[src/rtl/iagc_pkg.sv]
// -----------------------------------------------------------------------------
// iagc_pkg
// Shared definitions for the IAGC front end: status code width, the status
// codes published by the IAGC control FSM, and the trigger qualifier state.
// -----------------------------------------------------------------------------
package iagc_pkg;

    localparam int unsigned IAGC_STATUS_SIZE = 4;

    localparam logic [IAGC_STATUS_SIZE-1:0] IAGC_STATUS_RESET = 4'b0000;
    localparam logic [IAGC_STATUS_SIZE-1:0] IAGC_STATUS_INIT  = 4'b0001;
    localparam logic [IAGC_STATUS_SIZE-1:0] IAGC_STATUS_IDLE  = 4'b0010;

    // Width of the trigger delay counter; DELAY_SAMPLES is limited to 0..255.
    localparam int unsigned TRIG_DELAY_W = 8;

    typedef enum logic [1:0] {
        TRIG_DISARMED = 2'd0,
        TRIG_ARMED    = 2'd1,
        TRIG_FIRE     = 2'd2
    } trig_state_e;

endpackage

[src/rtl/sync_edge_detect.sv]
// -----------------------------------------------------------------------------
// sync_edge_detect
// Brings an asynchronous level into the i_clock domain through SYNC_STAGES
// flops and produces a registered one-cycle pulse on each rising edge of the
// synchronised level. Intended for any external strobe, not just the gate.
//
// Ports
//   i_clock    in  1  sampling clock
//   i_reset_n  in  1  asynchronous active-low reset, clears every stage
//   i_async    in  1  asynchronous input level
//   o_rise     out 1  registered rising-edge pulse, one i_clock cycle wide
// -----------------------------------------------------------------------------
module sync_edge_detect #(
    parameter int unsigned SYNC_STAGES = 2
) (
    input  logic i_clock,
    input  logic i_reset_n,
    input  logic i_async,
    output logic o_rise
);

    logic [SYNC_STAGES-1:0] sync_q;
    logic                   level_dly_q;
    logic                   rise_q;
    logic                   level_s;
    logic                   rise_d;

    assign level_s = sync_q[SYNC_STAGES-1];

    // The delayed copy resets low, so an input already high at reset
    // release is reported as a rising edge.
    assign rise_d = level_s & ~level_dly_q;

    always_ff @(posedge i_clock or negedge i_reset_n) begin
        if (!i_reset_n) begin
            sync_q      <= '0;
            level_dly_q <= 1'b0;
            rise_q      <= 1'b0;
        end else begin
            sync_q      <= {sync_q[SYNC_STAGES-2:0], i_async};
            level_dly_q <= level_s;
            rise_q      <= rise_d;
        end
    end

    assign o_rise = rise_q;

endmodule

[src/rtl/sample_trigger.sv]
// -----------------------------------------------------------------------------
// sample_trigger
// Trigger qualifier for the IAGC front end. Each accepted rising edge of the
// external gate yields exactly one o_valid strobe, placed on an ADC data-valid
// cycle after DELAY_SAMPLES qualifying valid cycles. Triggers are honoured only
// while the IAGC status reads IDLE; any other status drops the trigger.
//
// Ports
//   i_clock           in  1                 system clock
//   i_reset_n         in  1                 asynchronous active-low reset
//   i_iagc_status     in  IAGC_STATUS_SIZE  IAGC FSM state code
//   i_adc_data_valid  in  1                 ADC sample valid level
//   i_gate            in  1                 external trigger gate (async)
//   o_valid           out 1                 one-cycle trigger strobe, registered
//
// State table
//   state          | meaning
//   TRIG_DISARMED  | waiting for a gate rising edge while IDLE
//   TRIG_ARMED     | edge accepted, counting qualifying ADC valid cycles
//   TRIG_FIRE      | o_valid high for this single cycle
// -----------------------------------------------------------------------------
module sample_trigger
    import iagc_pkg::*;
#(
    parameter int unsigned                 IAGC_STATUS_SIZE = iagc_pkg::IAGC_STATUS_SIZE,
    parameter logic [IAGC_STATUS_SIZE-1:0] IAGC_STATUS_IDLE = iagc_pkg::IAGC_STATUS_IDLE,
    parameter int unsigned                 SYNC_STAGES      = 2,
    parameter int unsigned                 DELAY_SAMPLES    = 0
) (
    input  logic                        i_clock,
    input  logic                        i_reset_n,
    input  logic [IAGC_STATUS_SIZE-1:0] i_iagc_status,
    input  logic                        i_adc_data_valid,
    input  logic                        i_gate,
    output logic                        o_valid
);

    localparam logic [TRIG_DELAY_W-1:0] DELAY_LOAD = TRIG_DELAY_W'(DELAY_SAMPLES);

    trig_state_e             state_q, state_d;
    logic [TRIG_DELAY_W-1:0] cnt_q, cnt_d;
    logic                    valid_q, valid_d;
    logic                    gate_rise;
    logic                    idle;

    sync_edge_detect #(
        .SYNC_STAGES (SYNC_STAGES)
    ) u_gate_sync (
        .i_clock   (i_clock),
        .i_reset_n (i_reset_n),
        .i_async   (i_gate),
        .o_rise    (gate_rise)
    );

    assign idle = (i_iagc_status == IAGC_STATUS_IDLE);

    always_ff @(posedge i_clock or negedge i_reset_n) begin
        if (!i_reset_n) begin
            state_q <= TRIG_DISARMED;
            cnt_q   <= '0;
            valid_q <= 1'b0;
        end else begin
            state_q <= state_d;
            cnt_q   <= cnt_d;
            valid_q <= valid_d;
        end
    end

    always_comb begin
        state_d = state_q;
        cnt_d   = cnt_q;

        if (!idle) begin
            // Leaving IDLE cancels everything, including a fire decided this cycle.
            state_d = TRIG_DISARMED;
            cnt_d   = '0;
        end else begin
            unique case (state_q)
                TRIG_DISARMED: begin
                    if (gate_rise) begin
                        state_d = TRIG_ARMED;
                        cnt_d   = DELAY_LOAD;
                    end
                end
                TRIG_ARMED: begin
                    // Further gate edges are ignored here; nothing is queued.
                    if (i_adc_data_valid) begin
                        if (cnt_q == '0) begin
                            state_d = TRIG_FIRE;
                        end else begin
                            cnt_d = cnt_q - 1'b1;
                        end
                    end
                end
                TRIG_FIRE: begin
                    state_d = TRIG_DISARMED;
                end
                default: begin
                    state_d = TRIG_DISARMED;
                    cnt_d   = '0;
                end
            endcase
        end

        valid_d = (state_d == TRIG_FIRE);
    end

    assign o_valid = valid_q;

endmodule

[config.mk]
export PLATFORM = sky130hd
export DESIGN_NAME = sample_trigger
export DESIGN_NICKNAME = d
export VERILOG_FILES = /design/src/rtl/iagc_pkg.sv /design/src/rtl/sync_edge_detect.sv /design/src/rtl/sample_trigger.sv
export SDC_FILE = /design/constraint.sdc
export NUM_CORES = 1
export LEC_CHECK = 0
export CAP_MARGIN = 20
export CORE_MARGIN = 2
export CORE_UTILIZATION = 45
export CTS_CLUSTER_SIZE = 10
export DETAILED_ROUTE_END_ITERATION = 7
export PLACE_DENSITY = 0.7
export REMOVE_ABC_BUFFERS = 1
export SETUP_SLACK_MARGIN = 0.4
export SLEW_MARGIN = 20
export SYNTH_ARGS = -nofsm -noshare
export SYNTH_HDL_FRONTEND = slang
export SYNTH_SLANG_ARGS = --single-unit
[constraint.sdc]
create_clock -name i_clock -period 2.45 [get_ports i_clock]
set_input_delay 0.6125 -clock i_clock [delete_from_list [all_inputs] [get_ports i_clock]]
set_output_delay 0.6125 -clock i_clock [all_outputs]
set_load 0.01 [all_outputs]
### Word level (Yosys, flattened, before mapping)

Index checks and enable logic that the tools add are counted.

| word-level totals | value |
|---|---|
| logic and storage cells | 30 |
| input port bits | 8 |
| output and inout port bits | 1 |
| register bits after elaboration | 15 |

| operators by class | value |
|---|---|
| mux-type cells | 10 |
| bitwise gates (word level) | 2 |
| equality and inequality tests | 8 |
| add/sub/neg operators | 1 |
| reduce and logical (&&, ||, !) cells | 3 |

Operators by type and width:

| cell | count |
|---|---|
| 2-to-1 mux 8 bit | 4 |
| case mux 8 bit (3 select lines) | 1 |
| logical NOT 8 bit | 1 |
| 2-to-1 mux 2 bit | 4 |
| subtractor 8 x 1 -> 8 bit (second input constant) | 1 |
| inequality test 3 bit (second input constant) | 2 |
| equality test 2 bit (second input constant) | 2 |
| equality test 4 x 2 -> 1 bit (second input constant) | 1 |
| case mux 2 bit (2 select lines) | 1 |
| AND reduction 4 bit | 1 |
| inequality test 3 x 2 -> 1 bit (second input constant) | 1 |
| equality test 2 x 1 -> 1 bit (second input constant) | 1 |
| logical NOT 2 bit | 1 |
| inequality test 2 bit (second input constant) | 1 |
| AND 1 bit | 1 |
| NOT 1 bit | 1 |

### Longest topological paths before layout

Gate-level depths: netlist of the first run.

| logic depth | value |
|---|---|
| depth in word-level cells | 6 |
| gate-level depth with buffers | 7 |
| gate-level depth less buffers | 7 |

### Cells and area by module

A second synthesis of the first run with hierarchy kept.

| second synthesis, totals | value |
|---|---|
| cells, all modules | 71 |
| area, all modules | 745.7 µm² |

By module, submodules not included:

| module | area each (µm²) | times used | sequential area each (µm²) | cells an instance |
|---|---|---|---|---|
| sample_trigger | 631.9 | 1 | 275.3 | 66 |
| sync_edge_detect | 113.9 | 1 | 100.1 | 5 |

### Worst setup path before layout of the first run

No wires, ideal clock.

| timing path | value |
|---|---|
| kind | register -> register |
| start point | register cnt_q[0] |
| end point | register cnt_q[5] |
| arrival | 1.692 ns |
| data required time | 2.313 ns |
| library setup time | 0.137 ns |
| cell stages (with the launch flop) | 8 |
| setup slack | 0.621 ns |
| clock period less this slack | 1.829 ns |
| path buffers | 0 |
| path through | dfrtp_1 -> inv_1 -> ha_1 -> or3b_2 -> o21a_1 -> o2111ai_2 -> xor2_1 -> nor2_1 |

| on the way | value |
|---|---|
| cells in the longest elaborated chain, start to end | 5 |
| elaborated cells on any way between the ends | 8 |
| classes of those cells | add/sub (1); eq/ne (1); mux (4); reduce/logical (2) |

Ends and longest elaborated chain:

| what | line | RTL |
|---|---|---|
| start, declared | sample_trigger.sv:41 | `logic [TRIG_DELAY_W-1:0] cnt_q, cnt_d;` |
| start signal, assigned | sample_trigger.sv:64 | `cnt_q <= cnt_d;` |
| subtractor 8 x 1 -> 8 bit | sample_trigger.sv:91 | `cnt_d = cnt_q - 1'b1;` |
| 2-to-1 mux 8 bit | sample_trigger.sv:88 | `if (cnt_q == '0) begin` |
| 2-to-1 mux 8 bit | sample_trigger.sv:87 | `if (i_adc_data_valid) begin` |
| case mux 8 bit (3 select lines) | sample_trigger.sv:78 | `unique case (state_q)` |
| 2-to-1 mux 8 bit | sample_trigger.sv:73 | `if (!idle) begin` |

Several ways; a longest one is shown, not always the timed one. The select of a mux whose other input is x is not followed.
A chain may end at the register's enable or synchronous reset.

### Final worst setup path of the first run

| timing path | value |
|---|---|
| start point | register cnt_q[0] |
| end point | register cnt_q[4] |

The elaborated chain is that of the path after synthesis.

==> out/results.ini, run 1 <==
[run_status]
outcome = completed

[yosys]
synth_most_common_cell = dfrtp_1
synth_area_um2 = 762
async_flop_share = 1.00
syn_area_per_cell_um2 = 10.7
synth_edf_count = 0
synthCells = 71
netlist-cell-type-count = 33
synth-seq-area-share = 0.493
ys_top_cells_by_count = dfrtp_1 (15), nor2_1 (8), inv_1 (4), nand2_1 (4)
synth_top_area_cell = dfrtp_1
synth_area_leaders = dfrtp_1 (49%), nor2_1 (3.9%), xor2_1 (3.4%)
ys_ff_latch = 15
synth_warnings = 0
ys.flop_type = dfrtp_1
post-synth-top-area-fraction = 0.493

[timing]
skew_ns = 0.00677
worst_pin_slew_ns = 0.670
finalCriticalPeriod_ns = 1.86
finalHoldViolCount = 0
hold_ws_ns = 0.375
relSlewSlack = 0.552
slew_violations = 0
fmax_mhz = 538
fin_tns_setup_ns = 0
rsz0062_at_grt = false
fin_ws_ns = 0.592
period_share = 0.758
setup_viol = 0

[floorplan]
boundaryPins = 9
die-area_um2 = 2040
die_w_um = 45.2
die_y_um = 45.2
start_util = 0.494
row_count = 14
coreArea_um2 = 1540

[clock_tree]
ctsHtreeMaxLevel = 1
hold_buffers = 0
cts_tree = yes
worstSkewPairLatency_ns = 0.29
cts.sinks = 15
cts.reportedPaths.clkPinSlew_ns = 0.09
cts-root-buf = clkbuf_4
cts_buffers = 3
ctsLongestPathBuffers = 2

[final_layout]
diodes = 0
multi_input_area_um2 = 382
syn2layout_area_growth_pct = 23.2
fillerInstances = 130
layout.nets = 99
instances_no_fill = 104
seq_area_um2 = 377
drive_above_1_share = 0.261
stdcell_area_um2 = 938

[global_route]
grt_usage = 0.189
grt_overflow = 0
grt_pass1_wl_mm = 2.65
antenna_found_initial = 0
grt_max_degree = 16
grt_pass1_vias = 595

[critical_path]
critPathSlowestCell = or4_2
startpoint = cnt_q[0]
reg2reg_from = cnt_q[0]
crit_arrival_ns = 2.03
critPathLaunchType = flop
cp_cell_sequence = inv_1, ha_1, or3b_4, o21ai_4, or4_2, a21oi_1, o22ai_1
crit_type = flop to flop
worstPathRequired_ns = 2.62
cpPeakStageDelay_ns = 0.53
critical_path.max_fanout = 3
cp-end-kind = flop

[min_path]
hp-start = u_gate_sync.sync_q[0]
hp-class = flop to flop

[pwr]
p_per_area_nw_per_um2 = 472
p_leak_uw = 0.000413
vdd_drop_max_mv = 0.263

[route]
wl_mm = 1.59
ant_nets = 0
route.detailed.drc = 0
drt_first_iter_violations = 13
firstDrtPassIters = 4
viasPerCell = 5.93
post_drt_wl_per_cell_um = 15.2
via_count = 617

[placement]
dp.cells = 97
dp_hpwl_mm = 1.21
detailed_place.area_um2 = 877
portBuffers = 8
preCtsSetupSlack_ns = 0.132
place_congestion = 0.849

[flow_run]
maxCapViolCount = 0

## path summary, 6_finish.rpt
| path | end | slack [ns] | cells past startpoint |
|---|---|---|---|
| max reg2reg | cnt_q[4] | 0.59 | 7 |
| max in group asynchronous | cnt_q[0] | 1.26 | 1 |
| max | cnt_q[4] | 0.59 | 7 |
| min | u_gate_sync.sync_q[1] | 0.37 | 0 |
| min in group asynchronous | state_q[1] | 0.72 | 1 |
| min reg2reg | u_gate_sync.sync_q[1] | 0.37 | 0 |
## power by group
part | leakage [uW] | switching, uW | internal [uW]
clock | 0.0000177 | 81.7 | 60.7
combinational | 0.000196 | 23.0 | 23.8
sequential | 0.000200 | 2.58 | 252
## placed cells by master, fill, tap and decap left out, types with 2 or more instances in the layout
cell,instances
a21oi_1,3
buf_4,5
clkbuf_4,3
clkdlybuf4s50_1,8
dfrtp_1,14
ha_1,2
inv_1,4
nand2_1,4
nor2_1,7
nor3_1,3
o211ai_2,2
o21ai_0,2
o22ai_1,2
or3_1,2
xor2_1,3
## through the flow
step                utilization  power [uW]
floorplan                     -         281
global placement          0.569         304
detailed placement        0.569         305
CTS                       0.587         447
global route              0.609         464
finish                    0.609         443
## area by class of cell
type	count	area share
Tap cell	16	0.0213
Clock inverter	1	0.00533
Clock buffer	3	0.0240
Sequential cell	15	0.401
Inverter	4	0.0160
Multi-Input combinational cell	52	0.407
Timing Repair Buffer	13	0.125
## state kept, by name, summed over array words and instances, names as in the netlist
signal                   count
u_gate_sync.o_rise           1
u_gate_sync.level_dly_q      1
cnt_q                        8
o_valid                      1
state_q                      2
u_gate_sync.sync_q           2
## layer usage
layer  part of all wire  wire length (um)  vias up  GRT usage
met5                  0                 0        -          0
met4             0.0088                14        0     0.0882
met3              0.049                77        3     0.0520
met2               0.47               752       23      0.300
met1               0.47               741      298      0.237
li1                   -                 -      293          -
## critical path: cells and delay by family (launching register included)
family	cells	cell delay, ns
adder cells (fa/ha/maj)	1	0.19
AO/OA/AOI/OAI	3	0.31
AND/OR/NAND/NOR	2	0.78
flip-flops	1	0.40
buffers and inverters	1	0.06
## logic make-up after synthesis
group | synth area share
simple gates | 0.212
compound gates | 0.197
flops | 0.493
xor+xnor | 0.0460
buf+inv | 0.0197
fa+ha+maj | 0.0328
## repair_timing
item	CTS	global route
gates resized for setup	0	5
endpoints found under the setup margin	0	6
setup buffers	0	3
(Power assumes the default switching activity.)
==> run 2, diff against run 1 <==
PLACE_DENSITY = 0.73   (was 0.7)
clock period = 1.65 ns   (was 2.45 ns; I/O delays follow)
==> out/results.ini, run 2 (synthesized netlist as in run 1, its figures left out) <==
[global_route]
grt_overflow = 0
grt_pass1_vias = 670
grt_pass1_wl_mm = 3.00
grt_usage = 0.217
grt_max_degree = 16
antenna_found_initial = 0

[timing]
setup_viol = 7
worst_pin_slew_ns = 0.458
finalCriticalPeriod_ns = 1.78
fin_ws_ns = -0.129
relSlewSlack = 0.695
slew_violations = 0
skew_ns = 0.00740
fmax_mhz = 562
rsz0062_at_grt = true
period_share = 1.08
finalHoldViolCount = 0

[final_layout]
fillerInstances = 122
drive_above_1_share = 0.462
top_regs = cnt_q x8, state_q x2, u_gate_sync.sync_q x2
regMostFlops = cnt_q
layout.nets = 117
final_cell_mix = buf_4 (21), dfrtp_1 (15), nor2_1 (7)
syn2layout_area_growth_pct = 48.3
diodes = 0
largest_reg_flops = 8
layout_commonest_cell = buf_4
stdcell_area_um2 = 1130
utilization = 0.733

[placement]
portBuffers = 8
place_congestion = 0.817
dp_hpwl_mm = 1.34
detailed_place.area_um2 = 1000

[route]
viasPerCell = 5.56
drt_first_iter_violations = 8
post_drt_wl_per_cell_um = 15.4
firstDrtPassIters = 4
route.detailed.drc = 0
wl_mm = 1.87
via_count = 678
ant_nets = 0

[clock_tree]
hold_buffers = 0
ctsHtreeMaxLevel = 1
cts.reportedPaths.clkPinSlew_ns = 0.09
cts.sinks = 15
cts-root-buf = clkbuf_4
ctsLongestPathBuffers = 2
worstSkewPairLatency_ns = 0.29
cts_tree = yes
cts_buffers = 3

[floorplan]
die-area_um2 = 2040
row_count = 14
start_util = 0.494
die_w_um = 45.2
boundaryPins = 9
die_y_um = 45.2
coreArea_um2 = 1540

[critical_path]
critical_path.max_fanout = 3
crit_type = flop to flop
worstPathRequired_ns = 1.84
crit_arrival_ns = 1.96
cp-end-kind = flop
critPathLaunchType = flop

[flow_run]
maxCapViolCount = 0

[pwr]
p_leak_uw = 0.000523
total_power_uw = 676
vdd_drop_max_mv = 0.501
p_per_area_nw_per_um2 = 599

[run_status]
outcome = complete, but fails checks
violations = negative setup slack

[min_path]
hp-class = flop to flop

-- run 2: changes by cell type in the layout (fill, tap and decap cells not counted), sizes merged --
cell / before / now
clkbuf: 3 / 4
clkinv: 1 / 0
dlygate4sd2: 0 / 4
clkdlybuf4s50: 8 / 3
buf: 5 / 24
-- run 2: power by group --
| part | leakage (uW) | internal, uW | switching (uW) |
|---|---|---|---|
| combinational | 0.000306 | 44.0 | 41.6 |
| sequential | 0.000201 | 374 | 3.10 |
| clock | 0.0000150 | 94.0 | 120 |
| total | 0.000523 | 512 | 165 |
-- run 2: routing by layer --
layer,vias up,track usage,part of all wire
met4,0,0.141,0.033
li1,330,-,-
met1,319,0.263,0.43
met3,6,0.0240,0.042
met5,-,0,0
met2,23,0.360,0.49
-- run 2: repair_timing --
| action | 4_1_cts | 5_1_grt |
|---|---|---|
| setup endpoints to repair | 12 | 11 |
| buffers inserted | 1 | 3 |
| gates resized for setup | 22 | 5 |
| gates cloned | 0 | 0 |
| pin swaps | 11 | 13 |
-- run 2: cell type report --
cell class,count,area (um^2),share of cell area
repair buffers,31,250,0.221
inverters,4,15.0,0.0133
flip-flops and latches,15,375,0.332
well taps,16,20.0,0.0177
clock buffers,4,26.3,0.0233
multi-input cells,52,443,0.392
-- run 2: worst paths after layout --
check,slack (ns),start,endpoint,cells past startpoint
max in group asynchronous,1.05,i_reset_n,state_q[1],2
min in group asynchronous,0.42,i_reset_n,cnt_q[6],2
setup reg to reg,-0.13,cnt_q[1],cnt_q[5],7
setup / recovery,-0.13,cnt_q[1],cnt_q[5],7
hold / removal,0.36,u_gate_sync.sync_q[0],u_gate_sync.sync_q[1],0
hold reg to reg,0.36,u_gate_sync.sync_q[0],u_gate_sync.sync_q[1],0
-- run 2: through the flow --
stage | instances | hold slack [ns] | TNS (ns) | setup slack, ns
CTS | 119 | 0.362 | -0.555 | -0.163
floorplan | 71 | 0.117 | -0.820 | -0.179
global placement | 114 | 0.334 | -2.75 | -0.383
finish | 122 | 0.356 | -0.623 | -0.129
global route | 122 | 0.365 | -1.15 | -0.188
detailed placement | 114 | 0.341 | -3.25 | -0.443
-- run 2: worst max-delay path: stages, from the launching register on --
cell	delay [ns]
dfrtp_1	0.41
inv_2	0.09
ha_4	0.13
or3b_4	0.40
o21a_4	0.23
o2111ai_2	0.18
xor2_1	0.17
nor2_1	0.06
==> run 3, diff against run 2 <==
MAX_ROUTING_LAYER = met4   (was not set)
TNS_END_PERCENT = 5   (was not set)
==> out/results.ini, run 3 (synthesized netlist as in run 1, its figures left out) <==
[run_status]
outcome = complete, but fails checks
violations = negative setup slack

[route]
firstDrtPassIters = 4
ant_nets = 0
via_count = 669
route.detailed.drc = 0
post_drt_wl_per_cell_um = 15.4
drt_first_iter_violations = 11
wl_mm = 1.85
viasPerCell = 5.58

[timing]
slew_violations = 0
relSlewSlack = 0.718
finalCriticalPeriod_ns = 1.81
worst_pin_slew_ns = 0.423
fmax_mhz = 554
rsz0062_at_grt = true
skew_ns = 0.00283
finalHoldViolCount = 0
fin_ws_ns = -0.156
setup_viol = 6
period_share = 1.09

[final_layout]
utilization = 0.717
top_regs = cnt_q x8, state_q x2, u_gate_sync.sync_q x2
layout_commonest_cell = buf_4
stdcell_area_um2 = 1100
fillerInstances = 125
layout.nets = 115
largest_reg_flops = 8
syn2layout_area_growth_pct = 45.0
regMostFlops = cnt_q
diodes = 0
final_cell_mix = buf_4 (21), dfrtp_1 (15), nor2_1 (7)
drive_above_1_share = 0.433

[critical_path]
worstPathRequired_ns = 1.83
critical_path.max_fanout = 4
cp-end-kind = flop
r2r-end = cnt_q[6]
critPathLaunchType = flop
startpoint = cnt_q[5]
crit_arrival_ns = 1.99
reg2reg_from = cnt_q[5]
reg2regPathDepth = 6
cp-endpoint = cnt_q[6]
rrSetupSlack_ns = -0.16
crit_type = flop to flop

[placement]
dp_hpwl_mm = 1.34
detailed_place.area_um2 = 1000
portBuffers = 8
place_congestion = 0.829

[pwr]
p_sw_frac = 0.238
p_clk_frac = 0.312
seq_power_share = 0.560
vdd_drop_max_mv = 0.482
p_per_area_nw_per_um2 = 608
p_int_uw = 512
p_leak_uw = 0.000509
p_comb_frac = 0.127
p_switching_uw = 160

[clock_tree]
cts_buffers = 3
ctsLongestPathBuffers = 2
ctsHtreeMaxLevel = 1
cts.sinks = 15
worstSkewPairLatency_ns = 0.28
cts.reportedPaths.clkPinSlew_ns = 0.09
cts_tree = yes
hold_buffers = 0
cts-root-buf = clkbuf_4

[floorplan]
start_util = 0.494
die_y_um = 45.2
row_count = 14
die-area_um2 = 2040
coreArea_um2 = 1540
boundaryPins = 9
die_w_um = 45.2

[global_route]
grt_overflow = 0
grt_max_degree = 16
grt_usage = 0.221
grt_pass1_vias = 671
grt_pass1_wl_mm = 2.99
antenna_found_initial = 0

[min_path]
hp-start = u_gate_sync.sync_q[0]
hp-class = flop to flop

[flow_run]
maxCapViolCount = 0

## run 3: changes by cell type in the layout (fill, tap and decap cells not counted)
| cell | previous run | this run |
|---|---|---|
| buf_6 | 2 | 0 |
| a211oi_1 | 0 | 1 |
| inv_1 | 1 | 2 |
| dlygate4sd2_1 | 4 | 2 |
| a211oi_2 | 1 | 0 |
| clkdlybuf4s50_1 | 3 | 5 |
| inv_2 | 3 | 2 |
## run 3: final cells by class
type / count / area, um^2 / area share
inverters: 4 / 15.0 / 0.0136
multi-input cells: 52 / 438 / 0.396
clock buffers: 4 / 26.3 / 0.0238
well taps: 16 / 20.0 / 0.0181
repair buffers: 29 / 230 / 0.208
flip-flops and latches: 15 / 375 / 0.340
## run 3: worst min path at each step
stage,endpoint,slack (ns),cells past startpoint
2_1_floorplan,cnt_q[0],0.12,0
4_1_cts,u_gate_sync.sync_q[1],0.36,0
6_report,u_gate_sync.sync_q[1],0.36,0
3_3_place_gp,u_gate_sync.sync_q[1],0.33,0
3_5_place_dp,u_gate_sync.sync_q[1],0.34,0
5_1_grt,u_gate_sync.sync_q[1],0.36,0
## run 3: timing repair
| action | 4_1_cts | 5_1_grt |
|---|---|---|
| resized for setup | 18 | 3 |
| buffers inserted | 1 | 1 |
| pin swaps | 10 | 7 |
| endpoints found under the setup margin | 12 | 11 |
## run 3: power by group through the flow
stage / combinational, uW / clock, uW / sequential [uW]
final: 85.6 / 210 / 377
after global routing: 92.9 / 231 / 378
after CTS: 84.8 / 214 / 377
after detailed placement: 80.6 / 0 / 384
after global placement: 78.3 / 0 / 384
after floorplan: 33.7 / 0 / 384
## run 3: critical path: stages (launching register included)
cell and delay [ns]:
dfrtp_1 0.40, or4_4 0.59, buf_4 0.18, nor2_1 0.17
o211ai_2 0.14, xor2_1 0.17, nor2_1 0.05
## run 3: metrics by stage
stage          setup TNS [ns]  total power [uW]  hold WS, ns  setup slack, ns  instances
6_report               -0.532               672        0.356           -0.156        120
5_1_grt                 -1.06               701        0.365           -0.240        120
4_1_cts                -0.644               676        0.362           -0.163        119
3_5_place_dp            -3.25               465        0.341           -0.443        114
3_3_place_gp            -2.75               462        0.334           -0.383        114
2_1_floorplan          -0.820               417        0.117           -0.179         71
## run 3: per-layer routing
layer | track usage | part of all wire | vias to the layer above
met2 | 0.357 | 0.49 | 21
met1 | 0.261 | 0.44 | 317
met4 | 0.141 | 0.033 | 0
li1 | - | - | 325
met3 | 0.0240 | 0.036 | 6
met5 | - | 0 | -
